$ cat src/rtl/pe_mac_sequencer.sv
// ---------------------------------------------------------------------------
// pe_mac_sequencer
//
// Control sequencer for one PE MAC datapath (pipelined multiplier feeding a
// pipelined accumulator). For each window it accepts KERNEL_SIZE operand
// pairs, then merges one upstream psum. Once the datapath has drained, it
// flags the finished window sum. This repeats for num_windows windows.
//
// Ports
//   clk, rstn        clock, asynchronous active-low reset
//   start            1-cycle run request, accepted from IDLE only
//   num_windows      windows in the run, sampled with start
//   op_valid/ready   operand pair handshake (ready only in LOAD)
//   psum_in_valid/   upstream psum handshake (ready only in PSUM)
//   psum_in_ready
//   mult_sel         1: accumulator adds product, 0: adds psum input
//   add_en           1: selected operand enters accumulator, 0: bubble
//   acc_clr          restart accumulation (first add of a window)
//   psum_out_valid   1-cycle pulse, window sum available at PE output
//   busy             run in progress (LOAD/PSUM/DRAIN)
//   done             1-cycle pulse at run completion
//   win_cnt          windows completed in the current run
//
// FSM states
//   state   | meaning
//   --------+--------------------------------------------------------------
//   S_IDLE  | waiting for start
//   S_LOAD  | accepting operand pairs, one tap per op_valid cycle
//   S_PSUM  | waiting for the upstream psum
//   S_DRAIN | letting the multiplier/accumulator pipelines empty
//   S_DONE  | one-cycle done pulse, then back to idle
// ---------------------------------------------------------------------------
module pe_mac_sequencer #(
  parameter int KERNEL_SIZE = 3,
  parameter int MULT_LAT    = 2,
  parameter int ACC_DEPTH   = 2,
  parameter int CNT_W       = 16
) (
  input  logic             clk,
  input  logic             rstn,
  input  logic             start,
  input  logic [CNT_W-1:0] num_windows,
  input  logic             op_valid,
  output logic             op_ready,
  input  logic             psum_in_valid,
  output logic             psum_in_ready,
  output logic             mult_sel,
  output logic             add_en,
  output logic             acc_clr,
  output logic             psum_out_valid,
  output logic             busy,
  output logic             done,
  output logic [CNT_W-1:0] win_cnt
);

  localparam int TAP_W     = (KERNEL_SIZE > 1) ? $clog2(KERNEL_SIZE) : 1;
  localparam int DRAIN_CYC = MULT_LAT + ACC_DEPTH;
  localparam int DRN_W     = $clog2(DRAIN_CYC + 1);

  localparam logic [TAP_W-1:0] TAP_LAST = TAP_W'(KERNEL_SIZE - 1);
  // The timer counts down to zero; the zero cycle is the output pulse, so
  // loading DRAIN_CYC-1 puts the pulse DRAIN_CYC cycles after the psum cycle.
  localparam logic [DRN_W-1:0] DRN_LOAD = DRN_W'(DRAIN_CYC - 1);

  typedef enum logic [2:0] {
    S_IDLE,
    S_LOAD,
    S_PSUM,
    S_DRAIN,
    S_DONE
  } state_t;

  // One control slot per cycle travels down the multiplier-latency pipe.
  // An all-zero slot means nothing was issued that cycle.
  typedef struct packed {
    logic sel;
    logic add;
    logic clr;
  } slot_t;

  state_t                      state_q,   state_d;
  logic   [TAP_W-1:0]          tap_cnt_q, tap_cnt_d;
  logic   [DRN_W-1:0]          drain_q,   drain_d;
  logic   [CNT_W-1:0]          win_cnt_q, win_cnt_d;
  logic   [CNT_W-1:0]          num_win_q, num_win_d;
  slot_t  [MULT_LAT-1:0]       pipe_q,    pipe_d;

  slot_t                       slot_in;
  logic   [CNT_W:0]            win_next;
  logic                        drain_tc;

  assign win_next = {1'b0, win_cnt_q} + {{CNT_W{1'b0}}, 1'b1};
  assign drain_tc = (drain_q == '0);

  // -------------------------------------------------------------------------
  // Next-state and counters
  // -------------------------------------------------------------------------
  always_comb begin
    state_d   = state_q;
    tap_cnt_d = tap_cnt_q;
    drain_d   = drain_q;
    win_cnt_d = win_cnt_q;
    num_win_d = num_win_q;

    unique case (state_q)
      S_IDLE: begin
        if (start) begin
          num_win_d = num_windows;
          win_cnt_d = '0;
          tap_cnt_d = '0;
          state_d   = (num_windows == '0) ? S_DONE : S_LOAD;
        end
      end

      S_LOAD: begin
        // op_ready is high throughout LOAD, so op_valid is the handshake.
        if (op_valid) begin
          if (tap_cnt_q == TAP_LAST) begin
            tap_cnt_d = '0;
            state_d   = S_PSUM;
          end else begin
            tap_cnt_d = tap_cnt_q + 1'b1;
          end
        end
      end

      S_PSUM: begin
        if (psum_in_valid) begin
          drain_d = DRN_LOAD;
          state_d = S_DRAIN;
        end
      end

      S_DRAIN: begin
        if (drain_tc) begin
          win_cnt_d = win_cnt_q + 1'b1;
          state_d   = (win_next < {1'b0, num_win_q}) ? S_LOAD : S_DONE;
        end else begin
          drain_d = drain_q - 1'b1;
        end
      end

      S_DONE: begin
        state_d = S_IDLE;
      end

      default: begin
        state_d = S_IDLE;
      end
    endcase
  end

  // -------------------------------------------------------------------------
  // Control slot issue and alignment pipe
  // Tap slots ride the pipe for MULT_LAT cycles so they meet their product.
  // The psum slot enters the same pipe the cycle the psum is consumed; since
  // that is always after the last tap, it comes out behind the last product.
  // A LOAD cycle without op_valid issues a bubble (sel=1, add=0).
  // -------------------------------------------------------------------------
  always_comb begin
    slot_in = '0;
    if (state_q == S_LOAD) begin
      slot_in.sel = 1'b1;
      slot_in.add = op_valid;
      // First accepted tap of the window restarts the accumulator; stalls
      // before it only produce bubbles, so the clear lands on the first add.
      slot_in.clr = op_valid && (tap_cnt_q == '0);
    end else if ((state_q == S_PSUM) && psum_in_valid) begin
      slot_in.sel = 1'b0;
      slot_in.add = 1'b1;
      slot_in.clr = 1'b0;
    end
  end

  always_comb begin
    pipe_d    = pipe_q;
    pipe_d[0] = slot_in;
    for (int i = 1; i < MULT_LAT; i++) begin
      pipe_d[i] = pipe_q[i-1];
    end
  end

  // -------------------------------------------------------------------------
  // Registers
  // -------------------------------------------------------------------------
  always_ff @(posedge clk or negedge rstn) begin
    if (!rstn) begin
      state_q   <= S_IDLE;
      tap_cnt_q <= '0;
      drain_q   <= '0;
      win_cnt_q <= '0;
      num_win_q <= '0;
      pipe_q    <= '0;
    end else begin
      state_q   <= state_d;
      tap_cnt_q <= tap_cnt_d;
      drain_q   <= drain_d;
      win_cnt_q <= win_cnt_d;
      num_win_q <= num_win_d;
      pipe_q    <= pipe_d;
    end
  end

  // -------------------------------------------------------------------------
  // Outputs, decoded from registered state only
  // -------------------------------------------------------------------------
  assign op_ready       = (state_q == S_LOAD);
  assign psum_in_ready  = (state_q == S_PSUM);
  assign busy           = (state_q == S_LOAD) || (state_q == S_PSUM) ||
                          (state_q == S_DRAIN);
  assign done           = (state_q == S_DONE);
  assign psum_out_valid = (state_q == S_DRAIN) && drain_tc;
  assign win_cnt        = win_cnt_q;

  assign mult_sel       = pipe_q[MULT_LAT-1].sel;
  assign add_en         = pipe_q[MULT_LAT-1].add;
  assign acc_clr        = pipe_q[MULT_LAT-1].clr;

endmodule
$ cat config.mk
export PLATFORM = sky130hd
export DESIGN_NAME = pe_mac_sequencer
export DESIGN_NICKNAME = d
export VERILOG_FILES = /design/src/rtl/pe_mac_sequencer.sv
export SDC_FILE = /design/constraint.sdc
export NUM_CORES = 1
export LEC_CHECK = 0
export CELL_PAD_IN_SITES_DETAIL_PLACEMENT = 0
export CELL_PAD_IN_SITES_GLOBAL_PLACEMENT = 1
export CORE_MARGIN = 2
export CORE_UTILIZATION = 48
export DETAILED_ROUTE_END_ITERATION = 10
export DONT_BUFFER_PORTS = 1
export PLACE_DENSITY = 0.82
export RECOVER_POWER = 50
export SYNTH_ARGS = -nofsm -noshare
export SYNTH_HDL_FRONTEND = slang
export SYNTH_SLANG_ARGS = --single-unit
$ cat constraint.sdc
create_clock -name clk -period 3.42 [get_ports clk]
set_input_delay 0.513 -clock clk [delete_from_list [all_inputs] [get_ports clk]]
set_output_delay 0.513 -clock clk [all_outputs]
set_load 0.005 [all_outputs]
==> impl_metrics.py, run 1 <==
metrics = {
    "yosys": {
        "postSynthRegisterBits": 46,
        "synth_edf_count": 0,
        "netlist.top_cell.by_area": "sky130_fd_sc_hd__dfrtp_1",
        "post_synth_net_total": 328,
        "syn_area_per_cell_sq_um": 8.97,
        "synthCells": 289,
        "synthesis.area_sq_um": 2590,
        "yosys_warnings": 0,
        "synth_seq_area_share_pct": 44.4,
        "yosys-top-cells-area": "sky130_fd_sc_hd__dfrtp_1, sky130_fd_sc_hd__ha_1, sky130_fd_sc_hd__nand2_1",
        "ys_async_sr_fraction_pct": 100,
        "top_flip_flop_cell_by_instance_count_after_synthesis": "sky130_fd_sc_hd__dfrtp_1",
        "yosys.area.top_type_share_pct": 44.4,
        "synth_cell_type_count": 40,
    },
    "clock_tree": {
        "cts_tree": "done",
        "ctsHtreeMaxLevel": 2,
        "cts_max_path_buffers": 2,
        "cts_hold_repair.buffers": 1,
        "cts-root-buf": "sky130_fd_sc_hd__clkbuf_8",
        "cts_inserted_buffers": 5,
        "clk-insertion-delay-late_ps": 310,
        "post_cts_resize_count": 0,
        "postCtsSetupRepairBufs": 0,
        "worst_setup_hold_path_clk_slew_ps": 90,
        "cts.sinks": 46,
    },
    "route": {
        "route.met3.wl_um": 381,
        "viasPerCell": 5.59,
        "detail_route.drc_violations": 0,
        "drt_pass1_iterations": 4,
        "drt_wl_total_um": 5730,
        "wl_met2_um": 2640,
        "m1WireLength_um": 2630,
        "drt_first_iter_violations": 144,
        "antenna_left": 0,
        "top_layer_used": "met4",
        "avgRoutedWirePerCell_um": 15.8,
        "route.vias.total": 2024,
    },
    "worst_setup_path": {
        "setup.reg_to_reg.worst_slack_ps": 520,
        "timing.critical_path.required_ps": 3670,
        "critical_path.endpoint_type": "flip-flop",
        "critical_path.reg2reg.endpoint": "state_q[0]",
        "rr_startpoint": "win_cnt[0]",
        "timing.reg2reg.worst_path_depth": 11,
        "setup.worst_path.start_class": "flip-flop",
        "cp.arrival_ps": 3150,
        "critPathMaxFanout": 6,
        "crit_type": "flip-flop to flip-flop",
    },
    "cells_and_area": {
        "area_delta_synth_final_pct": 7.19,
        "nets": 330,
        "mostFrequentLayoutCells": "sky130_fd_sc_hd__dfrtp_1, sky130_fd_sc_hd__nand2_1, sky130_fd_sc_hd__o21ai_0",
        "mostFrequentLayoutCell": "sky130_fd_sc_hd__dfrtp_1",
        "multi_input_comb_area_sq_um": 1320,
        "nFillCells": 504,
        "num_antenna_cells": 0,
        "register_area_sq_um": 1150,
        "finalInstanceArea_sq_um": 2780,
        "final_util_pct": 53.7,
        "fraction_of_final_layout_cells_with_drive_strength_greater_than_1_pct": 4.79,
    },
    "sta": {
        "fin_worst_skew_ps": 6.30,
        "timing_hold_violations_final": 0,
        "final_worst_path_cycle_share_pct": 84.8,
        "final-setup-viol-count": 0,
        "worst_rel_slew_slack_pct": -66.0,
        "fmax_mhz": 345,
        "setup_repair_after_global_routing_missed_its_margin": "false",
        "worst_hold_slack_ps": 310,
        "setup_tns_ps": 0,
        "tightest_slew_ps": 2490,
        "final_period_minus_worst_setup_slack_ps": 2900,
        "final_critical_path_setup_slack_ps": 521,
        "final_count_of_pins_violating_max_slew": 47,
    },
    "floorplan": {
        "die_h_um": 77.5,
        "i_o_pins": 45,
        "floorplan.initialDensity_pct": 50.1,
        "core_region_area_sq_um": 5170,
        "core.rowCount": 26,
        "die_area_sq_um": 6010,
        "dieWidth_um": 77.5,
    },
    "pwr": {
        "combPwrFrac_pct": 30.2,
        "power-per-cell-area_nw_per_um2": 662,
        "power.sequential.fraction_pct": 47.5,
        "intPower_mw": 1.18,
        "irDropWorstVdd_v": 0.000339,
        "switching_share_pct": 35.7,
        "switching_power_uw": 657,
        "static-leakage-power_nw": 1.37,
        "clock_power_share_pct": 22.3,
    },
    "placed_design": {
        "gp_congestion": 0.833,
        "dp_hpwl_um": 4300,
        "port_buf_inserts": 0,
        "post-place-ws_ps": 568,
        "dpl_cell_area_sq_um": 2670,
    },
    "status": {
        "outcome": "finished with violations",
        "violations": "capacitance limit, slew limit",
    },
    "flow_run": {
        "max-cap-violations": 1,
    },
    "global_route": {
        "global_route.usage.total_pct": 20.7,
        "grt_first_pass_wirelength_um": 9780,
        "grt.overflow.total": 0,
        "grt_max_degree": 47,
        "grt_pass1_vias": 1960,
        "grt_antenna_before_repair": 0,
    },
    "worst_hold_path": {
        "hold-path-endpoint": "num_win_q[0]",
        "timing.hold.worst.start": "num_windows[0]",
        "min_path_type": "input pin to flip-flop",
        "min_path_cells": 2,
    },
}
==> power groups by stage <==
stage               clock, mW  combinational (mW)  sequential, mW
detailed placement          0               0.549           0.888
CTS                     0.420               0.569           0.876
floorplan                   0               0.458           0.833
global placement            0               0.533           0.881
finish                  0.411               0.557           0.874
global route            0.443               0.653           0.901
==> registers in the layout (all words and copies together) (netlist names) <==
name       cells
acc_clr        1
add_en         1
drain_q        3
mult_sel       1
num_win_q     16
pipe_d         3
state_q        3
tap_cnt_q      2
win_cnt       16
==> per-stage QoR <==
| step | cells | total power, mW |
|---|---|---|
| after floorplan | 289 | 1.29 |
| after global placement | 353 | 1.41 |
| after detailed placement | 353 | 1.44 |
| after CTS | 362 | 1.87 |
| after global routing | 362 | 2.00 |
| final | 362 | 1.84 |
==> worst max path at each step <==
stage | startpoint | end | slack (ps) | cells after the start
2_1_floorplan | win_cnt[0] | state_q[0] | 860 | 11
6_report | win_cnt[0] | state_q[0] | 520 | 11
4_1_cts | win_cnt[0] | state_q[0] | 550 | 11
5_1_grt | win_cnt[0] | state_q[0] | 300 | 11
3_3_place_gp | win_cnt[0] | state_q[0] | 670 | 11
3_5_place_dp | win_cnt[0] | state_q[0] | 570 | 11
==> final cells by class <==
| type | instances | share of cell area (%) |
|---|---|---|
| Tap cell | 70 | 3.15 |
| Inverter | 24 | 3.24 |
| Clock buffer | 6 | 2.61 |
| Multi-Input combinational cell | 210 | 47.3 |
| Timing Repair Buffer | 4 | 0.945 |
| Clock inverter | 2 | 1.35 |
| Sequential cell | 46 | 41.4 |
==> worst max-delay path, stage by stage, from the launching register on <==
cell and delay [ps]:
sky130_fd_sc_hd__dfrtp_1 440, sky130_fd_sc_hd__ha_1 240, sky130_fd_sc_hd__nand2_1 140, sky130_fd_sc_hd__nor4_4 430
sky130_fd_sc_hd__nand3_1 150, sky130_fd_sc_hd__xnor2_1 210, sky130_fd_sc_hd__ha_1 280, sky130_fd_sc_hd__a21oi_1 140
sky130_fd_sc_hd__nor2b_1 60, sky130_fd_sc_hd__a311o_1 320, sky130_fd_sc_hd__a31oi_1 230, sky130_fd_sc_hd__a32o_1 200
==> routing by layer <==
| layer | up-vias | GRT usage (%) |
|---|---|---|
| met4 | 0 | 5.89 |
| met1 | 963 | 30.1 |
| li1 | 1004 | - |
| met5 | - | 0 |
| met3 | 7 | 5.23 |
| met2 | 50 | 30.7 |
==> cell usage after synthesis (all sizes together), types with 2 or more instances <==
| cell | instances |
|---|---|
| dfrtp | 46 |
| nand2 | 42 |
| o21ai | 31 |
| inv | 24 |
| ha | 18 |
| nor2 | 17 |
| nand3 | 16 |
| a21oi | 11 |
| and3 | 10 |
| xnor2 | 9 |
| a21o | 7 |
| clkbuf | 6 |
| a31oi | 5 |
| nand4 | 5 |
| xor2 | 5 |
| nor2b | 4 |
| nor4 | 4 |
| and2 | 3 |
| buf | 3 |
| o31ai | 3 |
| a22o | 2 |
| a22oi | 2 |
| nor3 | 2 |
| nor3b | 2 |
| or3 | 2 |
==> logic make-up (layout without fill, tap and decap cells) <==
kind of cell             count (synthesis)  count (layout)  share of synthesized area [%]
AND/OR/NAND/NOR                        111             111                           21.6
buffers and inverters                   33              36                           4.92
XOR/XNOR                                14              14                           4.73
adder cells (fa/ha/maj)                 18              18                           8.68
AO/OA/AOI/OAI                           66              66                           15.3
multiplexers                             1               1                          0.386
flip-flops                              46              46                           44.4
(Power assumes the default switching activity.)
==> run 2: changes to the inputs <==
clock period = 2.8 ns   (was 3.42 ns; I/O delays follow)
==> impl_metrics.py, run 2 (synthesis gave the netlist of run 1 again) <==
metrics = {
    "sta": {
        "tightest_slew_ps": 1160,
        "worst_hold_slack_ps": 224,
        "final_worst_path_cycle_share_pct": 95.3,
        "fmax_mhz": 375,
        "final_count_of_pins_violating_max_slew": 0,
        "fin_worst_skew_ps": 4.26,
        "setup_tns_ps": 0,
        "setup_repair_after_global_routing_missed_its_margin": "false",
        "final-setup-viol-count": 0,
        "worst_rel_slew_slack_pct": 22.7,
        "timing_hold_violations_final": 0,
        "final_period_minus_worst_setup_slack_ps": 2670,
    },
    "route": {
        "route.vias.total": 2062,
        "avgRoutedWirePerCell_um": 16.3,
        "detail_route.drc_violations": 0,
        "viasPerCell": 5.60,
        "drt_first_iter_violations": 123,
        "drt_wl_total_um": 5990,
        "drt_pass1_iterations": 4,
        "antenna_left": 0,
    },
    "cells_and_area": {
        "num_antenna_cells": 0,
        "mostFrequentLayoutCells": "sky130_fd_sc_hd__dfrtp_1, sky130_fd_sc_hd__nand2_1, sky130_fd_sc_hd__o21ai_0",
        "fraction_of_final_layout_cells_with_drive_strength_greater_than_1_pct": 8.05,
        "area_delta_synth_final_pct": 9.45,
        "nets": 336,
        "mostFrequentLayoutCell": "sky130_fd_sc_hd__dfrtp_1",
    },
    "pwr": {
        "power-per-cell-area_nw_per_um2": 782,
        "irDropWorstVdd_v": 0.000390,
        "switching_share_pct": 36.7,
        "static-leakage-power_nw": 1.41,
        "intPower_mw": 1.41,
        "power.sequential.fraction_pct": 47.2,
        "switching_power_uw": 816,
        "combPwrFrac_pct": 33.6,
        "clock_power_share_pct": 19.1,
    },
    "clock_tree": {
        "cts_tree": "done",
        "cts_inserted_buffers": 5,
        "cts-root-buf": "sky130_fd_sc_hd__clkbuf_8",
        "ctsHtreeMaxLevel": 2,
        "postCtsSetupRepairBufs": 0,
        "cts_max_path_buffers": 2,
        "clk-insertion-delay-late_ps": 300,
        "worst_setup_hold_path_clk_slew_ps": 80,
        "cts.sinks": 46,
    },
    "worst_setup_path": {
        "crit_type": "flip-flop to flip-flop",
        "timing.critical_path.required_ps": 3050,
        "critical_path.endpoint_type": "flip-flop",
        "critPathMaxFanout": 4,
        "cp.arrival_ps": 2910,
        "setup.worst_path.start_class": "flip-flop",
    },
    "global_route": {
        "global_route.usage.total_pct": 21.6,
        "grt_pass1_vias": 2079,
        "grt.overflow.total": 0,
        "grt_antenna_before_repair": 0,
        "grt_first_pass_wirelength_um": 10200,
        "grt_max_degree": 47,
    },
    "floorplan": {
        "core.rowCount": 26,
        "i_o_pins": 45,
        "die_h_um": 77.5,
        "floorplan.initialDensity_pct": 50.1,
        "die_area_sq_um": 6010,
        "core_region_area_sq_um": 5170,
        "dieWidth_um": 77.5,
    },
    "placed_design": {
        "dp_hpwl_um": 4380,
        "port_buf_inserts": 0,
        "gp_congestion": 0.789,
    },
    "flow_run": {
        "max-cap-violations": 0,
    },
    "worst_hold_path": {
        "min_path_type": "input pin to flip-flop",
    },
    "status": {
        "outcome": "finished clean",
    },
}
[run 2: metrics by stage]
stage,instances,worst slack (ps),power [mW],util (%),area [sq um]
3_3_place_gp,358,226,1.75,52.3,2700
2_1_floorplan,289,237,1.58,-,2590
5_1_grt,368,3.31,2.42,54.9,2840
3_5_place_dp,358,116,1.78,52.3,2700
6_report,368,133,2.22,54.9,2840
4_1_cts,368,86.4,2.23,54.8,2830
[run 2: cell type report]
type | instances | area, sq um
Fill cell | 492 | 2330
Tap cell | 70 | 87.6
Timing Repair Buffer | 10 | 75.1
Inverter | 24 | 90.1
Sequential cell | 46 | 1150
Clock buffer | 7 | 86.3
Clock inverter | 1 | 5.00
Multi-Input combinational cell | 210 | 1340
[run 2: critical path: stages (launching register included)]
cell,delay [ps]
sky130_fd_sc_hd__dfrtp_1,450
sky130_fd_sc_hd__ha_4,180
sky130_fd_sc_hd__nand2_1,110
sky130_fd_sc_hd__nor4_4,280
sky130_fd_sc_hd__nand3_1,170
sky130_fd_sc_hd__xnor2_2,190
sky130_fd_sc_hd__ha_1,300
sky130_fd_sc_hd__a21oi_1,130
sky130_fd_sc_hd__nor2b_1,60
sky130_fd_sc_hd__a311o_1,340
sky130_fd_sc_hd__a31oi_2,190
sky130_fd_sc_hd__a32o_1,180
[run 2: layer usage]
metal | wire length (um) | global-route usage (%) | part of all wire (%) | vias up
li1 | - | - | - | 1020
met1 | 2780 | 30.6 | 46 | 982
met2 | 2780 | 33.0 | 46 | 54
met3 | 363 | 5.70 | 6.1 | 6
met4 | 58 | 5.71 | 0.97 | 0
met5 | 0 | 0 | 0 | -
[run 2: power groups by stage]
stage	clock (mW)	combinational, mW	sequential (mW)
2_1_floorplan	0	0.560	1.02
3_3_place_gp	0	0.694	1.05
3_5_place_dp	0	0.718	1.06
4_1_cts	0.437	0.746	1.05
5_1_grt	0.464	0.872	1.08
6_report	0.425	0.747	1.05
[run 2: worst paths after layout]
check                               from           end  slack [ps]  depth (start not counted)
max in group asynchronous           rstn   win_cnt[13]        1170                          2
max                           win_cnt[1]    state_q[0]         130                         11
min                        psum_in_valid     pipe_d[4]         220                          1
min in group asynchronous           rstn  num_win_q[6]         940                          2
max reg2reg                   win_cnt[1]    state_q[0]         130                         11
min reg2reg                    pipe_d[4]        add_en         350                          0
[run 2: repair_timing]
action / in CTS / in global routing
setup endpoints to repair: 0 / 2
hold buffers: 2 / 0
hold endpoints to repair: 46 / 0
gates resized for setup: 0 / 5
